**src/rtl/store_narrow_unit_pkg.sv**
```systemverilog
// Shared types for the 32-to-16 bit store narrowing unit: access sizes,
// FSM states and the registered request bundle.
package store_narrow_unit_pkg;

    typedef enum logic [1:0] {
        SZ_BYTE    = 2'b00,
        SZ_HALF    = 2'b01,
        SZ_WORD    = 2'b10,
        SZ_ILLEGAL = 2'b11
    } size_e;

    typedef enum logic [1:0] {
        IDLE = 2'b00,
        LO   = 2'b01,
        HI   = 2'b10
    } state_e;

    typedef struct packed {
        logic [31:0] addr;
        logic [31:0] data;
        size_e       size;
    } req_t;

endpackage

```
**src/rtl/store_lane_align.sv**
```systemverilog
// Combinational lane steering for the 16-bit write port, plus the alignment
// check applied to an incoming request before it is accepted.
module store_lane_align
    import store_narrow_unit_pkg::*;
(
    input  logic [31:0] chk_addr_i,
    input  size_e       chk_size_i,
    output logic        misalign_o,
    input  req_t        req_i,
    input  state_e      state_i,
    output logic [31:0] beat_addr_o,
    output logic [15:0] beat_data_o,
    output logic [1:0]  beat_be_o
);

    logic [31:0] hi_addr;

    always_comb begin
        unique case (chk_size_i)
            SZ_BYTE: misalign_o = 1'b0;
            SZ_HALF: misalign_o = chk_addr_i[0];
            SZ_WORD: misalign_o = (chk_addr_i[1:0] != 2'b00);
            default: misalign_o = 1'b1;
        endcase
    end

    // Upper half of a word store; wraps naturally at the top of the address space.
    assign hi_addr = req_i.addr + 32'd2;

    always_comb begin
        // NOTE: every output gets a default first so no path through the case infers a latch.
        beat_addr_o = '0;
        beat_data_o = '0;
        beat_be_o   = 2'b00;
        unique case (state_i)
            LO: begin
                beat_addr_o = req_i.addr & 32'hFFFF_FFFE;
                if (req_i.size == SZ_BYTE) begin
                    if (req_i.addr[0]) begin
                        beat_data_o = {req_i.data[7:0], 8'h00};
                        beat_be_o   = 2'b10;
                    end else begin
                        beat_data_o = {8'h00, req_i.data[7:0]};
                        beat_be_o   = 2'b01;
                    end
                end else begin
                    beat_data_o = req_i.data[15:0];
                    beat_be_o   = 2'b11;
                end
            end
            HI: begin
                beat_addr_o = hi_addr & 32'hFFFF_FFFE;
                beat_data_o = req_i.data[31:16];
                beat_be_o   = 2'b11;
            end
            default: ;
        endcase
    end

endmodule

```
**src/rtl/store_narrow_unit.sv**
```systemverilog
// Splits byte/halfword/word CPU stores into one or two beats on a 16-bit
// memory write port with valid/ack handshake; rejects misaligned requests.
module store_narrow_unit
    import store_narrow_unit_pkg::*;
(
    input  logic        clk_i,
    input  logic        rst_i,
    input  logic        req_valid_i,
    output logic        req_ready_o,
    input  logic [31:0] req_addr_i,
    input  logic [31:0] req_data_i,
    input  logic [1:0]  req_size_i,
    output logic        mem_we_o,
    output logic [31:0] mem_addr_o,
    output logic [15:0] mem_data_o,
    output logic [1:0]  mem_be_o,
    input  logic        mem_ack_i,
    output logic        done_o,
    output logic        misalign_o
);

    state_e state_q, state_d;
    req_t   req_q, req_d;
    logic   done_q, done_d;
    logic   misalign_q, misalign_d;
    logic   req_misalign;
    logic   accept;

    store_lane_align u_lane_align (
        .chk_addr_i  (req_addr_i),
        .chk_size_i  (size_e'(req_size_i)),
        .misalign_o  (req_misalign),
        .req_i       (req_q),
        .state_i     (state_q),
        .beat_addr_o (mem_addr_o),
        .beat_data_o (mem_data_o),
        .beat_be_o   (mem_be_o)
    );

    assign req_ready_o = (state_q == IDLE);
    assign accept      = req_ready_o && req_valid_i;

    always_comb begin
        state_d    = state_q;
        req_d      = req_q;
        done_d     = 1'b0;
        misalign_d = 1'b0;
        unique case (state_q)
            IDLE: begin
                if (accept) begin
                    req_d = '{addr: req_addr_i, data: req_data_i, size: size_e'(req_size_i)};
                    if (req_misalign) misalign_d = 1'b1;
                    else              state_d    = LO;
                end
            end
            LO: begin
                if (mem_ack_i) begin
                    if (req_q.size == SZ_WORD) begin
                        state_d = HI;
                    end else begin
                        state_d = IDLE;
                        done_d  = 1'b1;
                    end
                end
            end
            HI: begin
                if (mem_ack_i) begin
                    state_d = IDLE;
                    done_d  = 1'b1;
                end
            end
            default: state_d = IDLE;
        endcase
    end

    // NOTE: sequential state uses non-blocking assignments so all registers update together.
    always_ff @(posedge clk_i or negedge rst_i) begin
        if (!rst_i) begin
            state_q    <= IDLE;
            req_q      <= '0;
            done_q     <= 1'b0;
            misalign_q <= 1'b0;
        end else begin
            state_q    <= state_d;
            req_q      <= req_d;
            done_q     <= done_d;
            misalign_q <= misalign_d;
        end
    end

    // Write-valid decodes straight from the state so an async reset drops it at once.
    assign mem_we_o   = (state_q != IDLE);
    assign done_o     = done_q;
    assign misalign_o = misalign_q;

endmodule

```
**config.mk**
```make
export PLATFORM = sky130hd
export DESIGN_NAME = store_narrow_unit
export DESIGN_NICKNAME = d
export VERILOG_FILES = /design/src/rtl/store_narrow_unit_pkg.sv /design/src/rtl/store_lane_align.sv /design/src/rtl/store_narrow_unit.sv
export SDC_FILE = /design/constraint.sdc
export NUM_CORES = 1
export LEC_CHECK = 0
export ABC_AREA = 1
export ABC_CLOCK_PERIOD_IN_PS = 2350
export CORE_MARGIN = 10
export CORE_UTILIZATION = 50
export CTS_BUF_LIST = sky130_fd_sc_hd__clkbuf_8
export CTS_CLUSTER_SIZE = 10
export DETAILED_ROUTE_END_ITERATION = 8
export PLACE_DENSITY = 0.83
export SLEW_MARGIN = 20
export SYNTH_ARGS = -nofsm -noshare
export SYNTH_HDL_FRONTEND = slang
export SYNTH_SLANG_ARGS = --single-unit
```
**constraint.sdc**
```tcl
create_clock -name clk_i -period 2.35 [get_ports clk_i]
set_clock_uncertainty 0.15 [all_clocks]
set_input_delay 0.3525 -clock clk_i [delete_from_list [all_inputs] [get_ports clk_i]]
set_output_delay 0.3525 -clock clk_i [all_outputs]
set_load 0.005 [all_outputs]
```
== Word-level counts from Yosys, hierarchy flattened ==
Index checks and enable logic that the tools add are counted.

* Output and inout port bits: 54
* Register bits: 70
* Bits of input ports: 70
* Word-level logic and storage cells: 45

* Add/subtract/negate cells: 1
* Equality and inequality tests: 9
* Muxes and demuxes: 21
* Reductions and logical operators: 8

{| class="wikitable"
|+ Operators by type and width
! kind !! count
|-
| 32-bit one-hot mux with 2 select lines || 1
|-
| 32-bit by 2-bit adder with 32-bit output, second input constant || 1
|-
| 16-bit 2-to-1 mux || 2
|-
| 16-bit one-hot mux with 2 select lines || 1
|-
| 2-bit 2-to-1 mux || 7
|-
| 2-bit == test, second input constant || 3
|-
| 2-bit zero test || 3
|-
| 1-bit 2-to-1 mux || 6
|-
| 2-bit != test, second input constant || 3
|-
| 2-bit one-hot mux with 3 select lines || 1
|-
| 2-bit by 1-bit == test with 1-bit output, second input constant || 2
|-
| 2-bit one-hot mux with 2 select lines || 1
|-
| 4-bit AND reduction || 1
|-
| 2-bit nonzero test || 2
|-
| 1-bit one-hot mux with 3 select lines || 1
|-
| 2-bit by 1-bit != test with 1-bit output, second input constant || 1
|-
| 1-bit one-hot mux with 2 select lines || 1
|-
| 2-bit AND reduction || 1
|-
| 1-bit logical AND || 1
|}

== Longest topological paths before layout ==
Gate-level depths: netlist of run 1.

* Depth after elaboration: 5
* Gate-level depth with buffers: 10
* Depth with buffers taken out: 10

== By module ==
A second synthesis of run 1 with hierarchy kept.

* Cells, all modules: 717
* Area total of the unflattened synthesis: 4652.0 um^2

{| class="wikitable"
|+ Modules (own cells, without submodules)
! module !! times used !! seq. area each (um^2) !! cells an instance !! area an instance (um^2)
|-
| store_narrow_unit || 1 || 1751.7 || 318 || 2859.0
|-
| store_lane_align || 1 || 0.0 || 399 || 1793.0
|}

== Worst setup path after synthesis of run 1 ==
Ideal clock, no wire load.

* Path type: register to output
* Start: reg state_q[0]
* End: out mem_addr_o[12]
* Path slack: 0.438 ns
* Required time: 1.847 ns
* Stages on the path, launching flop included: 10
* Data arrival time: 1.410 ns
* Buffers on the path: 1
* Cell sequence: dfrtp_1 -> inv_1 -> ha_1 -> buf_2 -> inv_1 -> nor2_1 -> nand2_1 -> nor3_2 -> nand2_1 -> a21oi_1

* Longest elaborated chain between the ends: 2
* Elaborated cells on any way between the ends: 3
* Classes of those cells: eq/ne (2); mux (1)

{| class="wikitable"
|+ Ends and longest elaborated chain
! item !! line !! RTL
|-
| from (decl) || store_narrow_unit.sv:22 || <nowiki>state_e state_q, state_d;</nowiki>
|-
| from (signal assigned) || store_narrow_unit.sv:84 || <nowiki>state_q <= state_d;</nowiki>
|-
| 2-bit == test / 2-bit by 1-bit == test with 1-bit output (equally long branches) || store_lane_align.sv:35 || <nowiki>unique case (state_i)</nowiki>
|-
| 32-bit one-hot mux with 2 select lines (*) || store_lane_align.sv:35 ||
|-
| to (decl) || store_narrow_unit.sv:14 || <nowiki>output logic [31:0] mem_addr_o,</nowiki>
|}

Mark *: on every way between the ends. The rest lies on a longest branch, timed or not.

== Worst setup path after layout of run 1 ==
* Start: reg req_q[36] (netlist bit)
* End: out mem_addr_o[28]

* Longest elaborated chain between the ends: 2

{| class="wikitable"
|+ Ends and longest elaborated chain
! item !! line !! RTL
|-
| from (decl) || store_narrow_unit.sv:23 || <nowiki>req_t req_q, req_d;</nowiki>
|-
| from (signal assigned) || store_narrow_unit.sv:85 || <nowiki>req_q <= req_d;</nowiki>
|-
| 32-bit by 2-bit adder with 32-bit output || store_lane_align.sv:28 || <nowiki>assign hi_addr = req_i.addr + 32'd2;</nowiki>
|-
| 32-bit one-hot mux with 2 select lines || store_lane_align.sv:35 ||
|}

No other way between the ends.

==> impl_metrics.yaml, run 1 <==
outcome:
  status: "complete, but fails checks"
  violations: "setup timing"
pwr:
  power_mw: 10.5
  p_seq_frac: 0.225
  clockPowerShare: 0.094
  p_per_area_nw_per_um2: 1470
  p_leak_nw: 3.30
  p_int_mw: 5.62
  combPwrFrac: 0.682
  p_sw_mw: 4.91
  p_sw_frac: 0.466
  peakVddDrop_mv: 0.814
timing:
  finalSetupViolCount: 27
  max_slew.worst_pin.slew_ns: 0.578
  post-route-period-util: 1.07
  relSlewSlack: 0.610
  post-route-min-period_ns: 2.52
  report.final.hold_viol_count: 0
  fmax_ghz: 0.397
  fin_ws_ns: -0.167
  rsz0062_at_grt: "true"
  drv_slew: 0
worst_setup_path:
  ff2ff_path_depth: 8
  critPathMaxFanout: 4
  end_kind: "primary output"
  crit_arrival_ns: 2.01
  worstPathRequired_ns: 1.85
  cpPeakStageDelay_ns: 0.43
  path_class: "flop to primary output"
  crit_chain: "buf_6 -> nand2_4 -> nor2_4 -> buf_6 -> nand3_4 -> buf_6 -> nor2_4 -> nand2_1 -> nand2_1 -> nand2_1 -> a21oi_2 -> buf_2"
  worstSetupStartpointType: "flop"
  slowest_stage: "dfrtp_1"
logic_synthesis:
  synthesis.area_um2: 4390
  synth_warnings: 0
  synth_top_area_frac: 0.399
  synth-async-reset-ratio: 1.00
  postSynthCellCount: 591
  yosysTopAreaCell: "dfrtp_1"
  synth_edf_count: 0
  synth.avg_cell_area_um2: 7.42
  synth_most_common_cell: "nand2_1"
  synth_cell_type_count: 36
  ys_seq_elements: 70
  synth.area.top_cells: "dfrtp_1, nand2_1, mux2_2, a21oi_1, nor2_1"
  synth_nets: 666
  yosysSeqAreaShare: 0.399
  synthTopCellsByCount: "nand2_1, dfrtp_1, nor2_1"
  synthFlopType: "dfrtp_1"
floorplanning:
  std_cell_rows: 34
  ios: 124
  die_area_um2: 12900
  core_um2: 8640
  start_util: 0.508
  die_width_um: 114
  fp.dieH_um: 114
clocking:
  clk_latency_ns: 0.35
  path_clk_slew_ns: 0.10
  htreeDepth: 3
  numCtsBuffers: 9
  root_buffer: "clkbuf_8"
  clockBufferDepth: 2
  cts.sinks: 70
  tritoncts: "yes"
grt:
  grt_usage: 0.264
  grt_pass1_vias: 5379
  antenna_found_initial: 0
  grt_max_degree: 41
  grt_overflow: 0
  grt_pass1_wl_um: 28000
finish:
  ff_latch_area_um2: 1760
  nNetsFinal: 895
  antenna_cells: 0
  layout-drive-gt1-share: 0.393
  syn_to_final_growth_pct: 63.2
  multi_input_area_um2: 2690
  fillers: 512
detailed_routing:
  postRouteAntennaNets: 0
  drc: 0
  wl_per_cell_um: 19.7
  via_per_inst: 5.63
  drt-initial-drc-count: 457
  wirelength_um: 18300
  drt-pass1-iter-count: 7
  route.vias.total: 5252
run:
  drv_cap: 0
placed_design:
  port_buffers: 122
  place.gp.congestion: 0.940
  hpwl_um: 11800
  dp_worst_setup_slack_ns: -0.207
hold_path:
  hp-class: "input port to asynchronous set/reset pin"
==> worst paths after layout <==
kind	slack [ns]	startpoint	end
max	-0.17	req_q[36]$_DFFE_PN0P_	mem_addr_o[28]
min	0.34	rst_i	req_q[38]$_DFFE_PN0P_
max reg2reg	0.19	state_q[1]$_DFFE_PN0P_	state_q[0]$_DFFE_PN0P_
min reg2reg	0.36	req_q[23]$_DFFE_PN0P_	req_q[23]$_DFFE_PN0P_
max in group asynchronous	0.99	rst_i	req_q[23]$_DFFE_PN0P_
min in group clk_i	0.36	req_q[23]$_DFFE_PN0P_	req_q[23]$_DFFE_PN0P_
==> through the flow <==
stage / hold WS, ns / TNS [ns] / util / std cells / instance area [µm²]
finish: 0.342 / -2.32 / 0.829 / 933 / 7160
global route: 0.371 / -4.59 / 0.829 / 933 / 7160
CTS: 0.353 / -1.14 / 0.807 / 921 / 6970
detailed placement: 0.201 / -1.60 / 0.718 / 866 / 6200
global placement: 0.183 / -0.794 / 0.718 / 866 / 6200
floorplan: -0.0931 / 0 / - / 591 / 4390
==> routing by layer <==
metal,vias to the layer above,global-route usage,part of all wire
li1,2382,-,-
met1,2494,0.316,0.38
met2,314,0.437,0.48
met3,62,0.0735,0.10
met4,0,0.113,0.035
met5,-,0,0
==> worst max-delay path: cells and delay by family (launching register included) <==
family / cells / cell delay (ns)
AO/OA/AOI/OAI: 1 / 0.10
buffers and inverters: 4 / 0.54
flip-flops: 1 / 0.43
AND/OR/NAND/NOR: 7 / 0.59
==> cells by family after synthesis <==
family,share of synthesized area
AND/OR/NAND/NOR,0.286
AO/OA/AOI/OAI,0.125
buffers and inverters,0.0753
flip-flops,0.399
multiplexers,0.0975
adder cells (fa/ha/maj),0.0143
other,0.000855
XOR/XNOR,0.00200
==> power by group through the flow <==
| stage | Combinational (mW) | Clock (mW) | Sequential, mW |
|---|---|---|---|
| 3_3_place_gp | 5.40 | 0 | 2.29 |
| 4_1_cts | 6.24 | 0.986 | 2.30 |
| 2_1_floorplan | 2.83 | 0 | 2.21 |
| 5_1_grt | 7.65 | 1.03 | 2.41 |
| 6_report | 7.18 | 0.985 | 2.37 |
| 3_5_place_dp | 5.50 | 0 | 2.31 |
==> repair_timing <==
item / 4_1_cts / 5_1_grt
setup endpoints to repair: 49 / 46
buffers inserted: 38 / 13
hold buffers: 1 / 0
resized for setup: 246 / 89
hold endpoints to repair: 16 / 0
gates cloned: 1 / 3
pin swaps: 42 / 22
==> cell type report <==
type	count	share of cell area
sequential	70	0.245
timing repair buffer	245	0.303
multi-input combinational	441	0.376
inverter	53	0.0302
clock buffer	10	0.0192
clock inverter	6	0.00717
tap	108	0.0189
==> placed cells by master, fill, tap and decap left out, types with 4 or more instances in the layout <==
master and n:
nand2_2 16, dfrtp_2 4, clkbuf_8 10, dfrtp_1 66, buf_2 29, a21oi_1 46, o211ai_1 4, a21oi_2 19
nor2_4 16, buf_6 26, nand2_4 7, nand3_1 27, buf_4 83, o21ai_1 10, nand3_4 4, o21ai_0 10
clkbuf_2 18, inv_2 4, ha_4 4, nor2_1 51, nand4_1 7, inv_1 44, nor2_2 7, nand2_1 156
mux2_2 38, buf_12 8, clkdlybuf4s50_1 72
==> state kept, by name, summed over array words and instances (netlist names) <==
name	count
done_o	1
req_q	66
misalign_o	1
state_q	2
(Power assumes the default switching activity.)
==> inputs of run 2 (changes only) <==
Settings changed: CTS_CLUSTER_SIZE 10 to unset.
==> results of run 2 <==
The final DEF is identical to that of run 1; final timing and power are the same.
